### src/rtl/dm_pkg.sv
// Shared debug-module types: DMI op/error codes, DTMCS layout, DMI bus payloads
// and the DTM sequencer state.
package dm_pkg;

   localparam int DmiDataWidth = 32;
   localparam int DmiAddrWidthDefault = 7;

   typedef enum logic [1:0] {
      DmiNop   = 2'd0,
      DmiRead  = 2'd1,
      DmiWrite = 2'd2
   } dmi_op_e;

   typedef enum logic [1:0] {
      DmiErrNone   = 2'd0,
      DmiErrFailed = 2'd2,
      DmiErrBusy   = 2'd3
   } dmi_err_e;

   typedef struct packed {
      logic [31:18] zero1;
      logic         dmihardreset;
      logic         dmireset;
      logic         zero0;
      logic [2:0]   idle;
      logic [1:0]   dmistat;
      logic [5:0]   abits;
      logic [3:0]   version;
   } dtmcs_t;

   typedef struct packed {
      logic [DmiAddrWidthDefault-1:0] addr;
      logic [DmiDataWidth-1:0]        data;
      dmi_op_e                        op;
   } dmi_req_t;

   typedef struct packed {
      logic [DmiDataWidth-1:0] data;
      logic [1:0]              resp;
   } dmi_resp_t;

   typedef enum logic [2:0] {
      StIdle      = 3'd0,
      StRead      = 3'd1,
      StWrite     = 3'd2,
      StWaitRead  = 3'd3,
      StWaitWrite = 3'd4
   } dtm_state_e;

   // Observation bundle for the sequencer: current state and sticky error.
   typedef struct packed {
      dtm_state_e state;
      logic [1:0] error;
   } dtm_dbg_t;

endpackage

### src/rtl/dtm_dmi_ctrl_if.sv
// DMI request/response bus between the DTM (master) and the Debug Module (slave).
// Both channels: a transfer happens on a rising edge where valid and ready are both
// high; the sender holds valid and payload stable until then and never waits on ready.
interface dtm_dmi_ctrl_if #(
   parameter int AddrWidth = 7
) ();
   logic                 req_valid;
   logic                 req_ready;
   logic [AddrWidth-1:0] req_addr;
   logic [31:0]          req_data;
   logic [1:0]           req_op;
   logic                 resp_valid;
   logic                 resp_ready;
   logic [31:0]          resp_data;
   logic [1:0]           resp_resp;

   modport master (
      output req_valid, req_addr, req_data, req_op, resp_ready,
      input  req_ready, resp_valid, resp_data, resp_resp
   );

   modport slave (
      input  req_valid, req_addr, req_data, req_op, resp_ready,
      output req_ready, resp_valid, resp_data, resp_resp
   );
endinterface

### src/rtl/dtm_dmi_ctrl.sv
// JTAG DTM core: DTMCS/DMI data registers and the one-outstanding-request DMI
// sequencer, all in the TCK domain.
module dtm_dmi_ctrl
   import dm_pkg::*;
#(
   parameter int         AddrWidth  = 7,
   parameter logic [2:0] IdleHint   = 3'd1,
   parameter logic [3:0] DtmVersion = 4'd1
) (
   input  logic           tck_i,
   input  logic           trst_ni,
   input  logic           dmi_clear_i,
   input  logic           capture_i,
   input  logic           shift_i,
   input  logic           update_i,
   input  logic           tdi_i,
   input  logic           dtmcs_select_i,
   output logic           dtmcs_tdo_o,
   input  logic           dmi_select_i,
   output logic           dmi_tdo_o,
   output logic           dmi_rst_no,
   output dtm_dbg_t       dbg_o,
   dtm_dmi_ctrl_if.master dmi
);

   localparam int SrWidth = AddrWidth + 34;

   logic [31:0]          dtmcs_sr;
   logic [SrWidth-1:0]   dmi_sr;
   dtm_state_e           state_q;
   logic [1:0]           error_q, error_d;
   logic [AddrWidth-1:0] address_q;
   logic [31:0]          data_q;
   logic                 req_valid_q, resp_ready_q, rst_n_q;
   logic [1:0]           req_op_q;
   dtmcs_t               dtmcs_cap;

   logic dtmcs_update, dmi_capture, dmi_update, dmi_busy, hard_reset, resp_fire, dmi_start;

   assign dtmcs_update = dtmcs_select_i & update_i;
   assign dmi_capture  = dmi_select_i & capture_i;
   assign dmi_update   = dmi_select_i & update_i;
   assign dmi_busy     = (state_q != StIdle);
   assign hard_reset   = dtmcs_update & dtmcs_sr[17];
   assign resp_fire    = resp_ready_q & dmi.resp_valid;
   assign dmi_start    = dmi_update & (error_q == DmiErrNone) & ~dmi_busy;

   always_comb begin
      dtmcs_cap         = '0;
      dtmcs_cap.idle    = IdleHint;
      dtmcs_cap.dmistat = error_q;
      dtmcs_cap.abits   = 6'(AddrWidth);
      dtmcs_cap.version = DtmVersion;
   end

   // Busy is raised before a failed response is considered, so a capture that
   // reported op=3 to the host is never overwritten in the same edge.
   always_comb begin
      error_d = error_q;
      if ((dmi_capture || dmi_update) && dmi_busy && error_d == DmiErrNone) error_d = DmiErrBusy;
      if (resp_fire && dmi.resp_resp != 2'd0 && error_d == DmiErrNone) error_d = DmiErrFailed;
      if (dtmcs_update && dtmcs_sr[16]) error_d = DmiErrNone;
   end

   always_ff @(posedge tck_i or negedge trst_ni) begin
      if (!trst_ni) begin
         dtmcs_sr <= '0;
         dmi_sr   <= '0;
      end else if (dmi_clear_i) begin
         dtmcs_sr <= '0;
         dmi_sr   <= '0;
      end else begin
         if (dtmcs_select_i) begin
            if (capture_i)    dtmcs_sr <= dtmcs_cap;
            else if (shift_i) dtmcs_sr <= {tdi_i, dtmcs_sr[31:1]};
         end
         if (dmi_select_i) begin
            if (capture_i)    dmi_sr <= {address_q, data_q, dmi_busy ? 2'd3 : error_q};
            else if (shift_i) dmi_sr <= {tdi_i, dmi_sr[SrWidth-1:1]};
         end
      end
   end

   always_ff @(posedge tck_i or negedge trst_ni) begin
      if (!trst_ni) begin
         state_q      <= StIdle;
         error_q      <= '0;
         address_q    <= '0;
         data_q       <= '0;
         req_valid_q  <= 1'b0;
         req_op_q     <= '0;
         resp_ready_q <= 1'b0;
         rst_n_q      <= 1'b1;
      end else if (dmi_clear_i) begin
         state_q      <= StIdle;
         error_q      <= '0;
         address_q    <= '0;
         data_q       <= '0;
         req_valid_q  <= 1'b0;
         req_op_q     <= '0;
         resp_ready_q <= 1'b0;
         rst_n_q      <= 1'b1;
      end else if (hard_reset) begin
         state_q      <= StIdle;
         error_q      <= '0;
         req_valid_q  <= 1'b0;
         req_op_q     <= '0;
         resp_ready_q <= 1'b0;
         rst_n_q      <= 1'b0;
      end else begin
         rst_n_q <= 1'b1;
         error_q <= error_d;
         case (state_q)
            StIdle: begin
               if (dmi_start) begin
                  address_q <= dmi_sr[SrWidth-1 -: AddrWidth];
                  if (dmi_sr[1:0] == DmiRead) begin
                     state_q     <= StRead;
                     req_valid_q <= 1'b1;
                     req_op_q    <= DmiRead;
                  end else if (dmi_sr[1:0] == DmiWrite) begin
                     data_q      <= dmi_sr[33:2];
                     state_q     <= StWrite;
                     req_valid_q <= 1'b1;
                     req_op_q    <= DmiWrite;
                  end
               end
            end
            StRead, StWrite: begin
               if (dmi.req_ready) begin
                  state_q      <= (state_q == StRead) ? StWaitRead : StWaitWrite;
                  req_valid_q  <= 1'b0;
                  req_op_q     <= '0;
                  resp_ready_q <= 1'b1;
               end
            end
            StWaitRead, StWaitWrite: begin
               if (dmi.resp_valid) begin
                  if (state_q == StWaitRead) data_q <= dmi.resp_data;
                  state_q      <= StIdle;
                  resp_ready_q <= 1'b0;
               end
            end
            default: state_q <= StIdle;
         endcase
      end
   end

   assign dmi.req_valid  = req_valid_q;
   assign dmi.req_addr   = address_q;
   assign dmi.req_data   = data_q;
   assign dmi.req_op     = req_op_q;
   assign dmi.resp_ready = resp_ready_q;
   assign dtmcs_tdo_o    = dtmcs_sr[0];
   assign dmi_tdo_o      = dmi_sr[0];
   assign dmi_rst_no     = rst_n_q;
   assign dbg_o          = '{state: state_q, error: error_q};

endmodule
### src/flat_wrapper.sv
// flat-port wrapper written by rule: the top's interface ports become plain ports
module dtm_dmi_ctrl_flat import dm_pkg::*;
#(
   parameter int         AddrWidth  = 7,
   parameter logic [2:0] IdleHint   = 3'd1,
   parameter logic [3:0] DtmVersion = 4'd1
)
  (tck_i, trst_ni, dmi_clear_i, capture_i, shift_i, update_i, tdi_i, dtmcs_select_i, dtmcs_tdo_o, dmi_select_i, dmi_tdo_o, dmi_rst_no, dbg_o, dmi_req_valid, dmi_req_addr, dmi_req_data, dmi_req_op, dmi_resp_ready, dmi_req_ready, dmi_resp_valid, dmi_resp_data, dmi_resp_resp);
  dtm_dmi_ctrl_if #(.AddrWidth(AddrWidth)) dmi_i ();
  input  logic tck_i;
  input  logic trst_ni;
  input  logic dmi_clear_i;
  input  logic capture_i;
  input  logic shift_i;
  input  logic update_i;
  input  logic tdi_i;
  input  logic dtmcs_select_i;
  output logic dtmcs_tdo_o;
  input  logic dmi_select_i;
  output logic dmi_tdo_o;
  output logic dmi_rst_no;
  output dtm_dbg_t dbg_o;
  output wire logic [$bits(dmi_i.req_valid)-1:0] dmi_req_valid;
  output wire logic [$bits(dmi_i.req_addr)-1:0] dmi_req_addr;
  output wire logic [$bits(dmi_i.req_data)-1:0] dmi_req_data;
  output wire logic [$bits(dmi_i.req_op)-1:0] dmi_req_op;
  output wire logic [$bits(dmi_i.resp_ready)-1:0] dmi_resp_ready;
  input wire logic [$bits(dmi_i.req_ready)-1:0] dmi_req_ready;
  input wire logic [$bits(dmi_i.resp_valid)-1:0] dmi_resp_valid;
  input wire logic [$bits(dmi_i.resp_data)-1:0] dmi_resp_data;
  input wire logic [$bits(dmi_i.resp_resp)-1:0] dmi_resp_resp;
  assign dmi_req_valid = dmi_i.req_valid;
  assign dmi_req_addr = dmi_i.req_addr;
  assign dmi_req_data = dmi_i.req_data;
  assign dmi_req_op = dmi_i.req_op;
  assign dmi_resp_ready = dmi_i.resp_ready;
  assign dmi_i.req_ready = dmi_req_ready;
  assign dmi_i.resp_valid = dmi_resp_valid;
  assign dmi_i.resp_data = dmi_resp_data;
  assign dmi_i.resp_resp = dmi_resp_resp;
  dtm_dmi_ctrl #(.AddrWidth(AddrWidth), .IdleHint(IdleHint), .DtmVersion(DtmVersion)) u_core (.tck_i(tck_i), .trst_ni(trst_ni), .dmi_clear_i(dmi_clear_i), .capture_i(capture_i), .shift_i(shift_i), .update_i(update_i), .tdi_i(tdi_i), .dtmcs_select_i(dtmcs_select_i), .dtmcs_tdo_o(dtmcs_tdo_o), .dmi_select_i(dmi_select_i), .dmi_tdo_o(dmi_tdo_o), .dmi_rst_no(dmi_rst_no), .dbg_o(dbg_o), .dmi(dmi_i));
endmodule
### config.mk
export PLATFORM = sky130hd
export DESIGN_NAME = dtm_dmi_ctrl_flat
export DESIGN_NICKNAME = d
export VERILOG_FILES = /design/src/rtl/dm_pkg.sv /design/src/rtl/dtm_dmi_ctrl_if.sv /design/src/rtl/dtm_dmi_ctrl.sv /design/src/flat_wrapper.sv
export SDC_FILE = /design/constraint.sdc
export NUM_CORES = 1
export LEC_CHECK = 0
export BUFFER_PORTS_ARGS = -buffer_cell sky130_fd_sc_hd__buf_2
export CAP_MARGIN = 20
export CORE_ASPECT_RATIO = 0.6
export CORE_MARGIN = 4
export CORE_UTILIZATION = 62
export CTS_BUF_LIST = sky130_fd_sc_hd__clkbuf_16
export DETAILED_ROUTE_END_ITERATION = 10
export GPL_TIMING_DRIVEN = 0
export PLACE_DENSITY = 0.86
export SLEW_MARGIN = 10
export SYNTH_ARGS = -nofsm -noshare
export SYNTH_HDL_FRONTEND = slang
export SYNTH_SLANG_ARGS = --single-unit
### constraint.sdc
create_clock -name tck_i -period 5.2 [get_ports tck_i]
set_clock_uncertainty 0.2 [all_clocks]
set_input_delay 0.52 -clock tck_i [delete_from_list [all_inputs] [get_ports tck_i]]
set_output_delay 0.52 -clock tck_i [all_outputs]
set_load 0.005 [all_outputs]
==> flow_summary.ini <==
[final_layout]
drive_above_1_share = 0.2083
syn_to_final_growth_pct = 19.88
layout_commonest_cell = dfrtp_1
fin_nets = 807
final_cell_mix = dfrtp_1 (121), nand2_1 (99), buf_2 (94), o21ai_0 (60), nor2_1 (52)
n_antenna_cell = 0
finalCoreUtilization = 0.7771

[floorplan]
die-area_mm2 = 0.01223
start_util = 0.6482
die_w_um = 140.1
ioPinCount = 96
fp.dieH_um = 87.28
rows = 28
core_area_mm2 = 0.01002

[synth]
yosys.cell_types.count = 45
synth_area_leaders = dfrtp_1 (47%), mux2i_1 (7.7%), o2bb2ai_2 (6.9%)
syn-num-nets = 693
async_flop_share = 1.000
yosysTopAreaCell = dfrtp_1
syn_area_per_cell_um2 = 10.05
synth_edf_count = 0
synth_ff_type = dfrtp_1
syn_area_mm2 = 0.006495
yosys_warnings = 0
synth_top_area_frac = 0.4662
syn-instance-count = 646
synth_seq_area_share = 0.4702
synth.ff_latch_count = 122

[cts]
cts_buffers = 17
cts_root_buffer = clkbuf_16
h-tree-depth = 4
clock_path_buffers = 2
cts_tree = yes
postCtsSetupRepairBufs = 0
clock_latency_ns = 0.42
cts_hold_buf = 1
post_cts_resized = 0
path_clk_slew_ns = 0.06
cts.sinks = 122

[detailed_routing]
wirelength_um = 19090
wl_per_cell_um = 21.02
firstDrtPassIters = 7
drtIter0Drc = 970
via_count = 6014
final_antenna_net_count = 0
vias_per_cell = 6.623
drt_drc_violations_left = 0

[timing]
setup_viol = 0
max-slew-margin-rel = 0.4364
finalSetupTns_ns = 0
rsz0062_at_grt = false
hold_viol = 0
slew_violations = 0
period_needed_ns = 2.491
fmax_mhz = 401.5
worstMarginPinSlew_ns = 0.8454
finalCritPeriodShare = 0.4790

[worst_setup_path]
crit_required_ns = 5.34
path_max_fanout = 10
worstSetupPathType = reg2reg
critPathCaptureType = register
critPathLaunchType = register
critPathArrivalTime_ns = 2.63

[global_route]
grt_max_degree = 96
grt_usage = 0.3199
grt_pass1_vias = 5932
grt_overflow_total = 0
grt_pass1_wl_um = 30630
grt_antenna_before_repair = 0

[min_path]
hp-class = in2reg

[placed_design]
gp_congestion = 0.9553
numPortBuffers = 93
hpwl_um = 13080

[job]
drv_cap = 0

[power_and_ir_drop]
power-per-cell-area_mw_per_mm2 = 310.8
p_leak_nw = 3.372
vdd_drop_max_v = 0.0002823

[status]
outcome = complete, no violations
-- synthesized netlist by cell type, types with 3 or more instances --
cell type,count
clkbuf_1,48
mux2i_1,50
nand2_1,99
nand3_1,3
a21o_1,4
o221ai_1,33
nor3_1,4
nor3b_1,32
buf_1,4
o21ai_0,60
buf_6,7
nor2_1,52
a21oi_1,6
dfrtp_1,121
o31ai_1,47
o2bb2ai_2,30
inv_1,8
-- layer usage --
| layer | wire length [µm] | global-route usage |
|---|---|---|
| met5 | 0 | 0 |
| met4 | 539 | 0.1328 |
| met3 | 2032 | 0.08283 |
| met2 | 8516 | 0.4906 |
| met1 | 8001 | 0.4393 |
-- state kept, by name (all words and copies together) (netlist names) --
name                   flops
u_core.dmi.resp_ready      1
u_core.error_q             2
u_core.dmi.req_addr        7
u_core.dtmcs_sr           32
u_core.dmi_rst_no          1
u_core.state_q             3
u_core.dmi.req_valid       1
u_core.dmi_sr             41
u_core.dmi.req_op          2
u_core.dmi.req_data       32
-- kinds of logic after synthesis --
logic type,after synthesis,share of synthesized area
buf+inv,69,0.04835
flops,122,0.4702
compound gates,200,0.2541
mux,50,0.07706
simple gates,203,0.1464
fa+ha+maj,2,0.003852
-- final timing paths --
check                                           to                start  cells past startpoint  slack [ns]
min reg2reg                    u_core.dtmcs_sr[18]  u_core.dtmcs_sr[18]                      2        0.28
max reg2reg                u_core.dmi.req_data[25]    u_core.state_q[2]                      6        2.71
min in group asynchronous   u_core.dmi.req_addr[4]              trst_ni                      2        0.35
max in group asynchronous        u_core.dmi_rst_no              trst_ni                      3        3.69
min                            u_core.dtmcs_sr[31]                tdi_i                      3        0.19
max                        u_core.dmi.req_data[25]    u_core.state_q[2]                      6        2.71
-- worst max-delay path: stages (launching register included) --
cell,delay (ns)
dfrtp_1,0.51
clkbuf_1,0.45
clkbuf_1,0.52
nor3b_1,0.12
o21ai_0,0.24
o221ai_1,0.19
o2bb2ai_2,0.18
-- through the flow --
stage	setup slack, ns	area [µm²]	hold slack [ns]	cells	total power, mW
floorplan	3.017	6495	0.02441	646	1.092
global placement	1.941	7129	0.2609	874	1.168
detailed placement	2.455	7163	0.2138	875	1.179
CTS	2.846	7786	0.1942	908	2.413
global route	2.650	7786	0.2192	908	2.486
finish	2.709	7786	0.1948	908	2.420
-- where the power goes --
group / internal, mW / switching, mW
Sequential: 0.961 / 0.00962
Combinational: 0.0611 / 0.139
Clock: 0.832 / 0.417
-- area by class of cell --
cell class | instances | area [µm²]
inverters | 8 | 30.03
clock buffers | 17 | 425.4
repair buffers | 95 | 509.2
plain buffers | 61 | 284.0
flip-flops and latches | 122 | 3054
fillers | 656 | 2233
multi-input cells | 455 | 3127
clock inverters | 15 | 187.7
well taps | 135 | 168.9
Note: power is estimated with default switching activity, not from simulation.
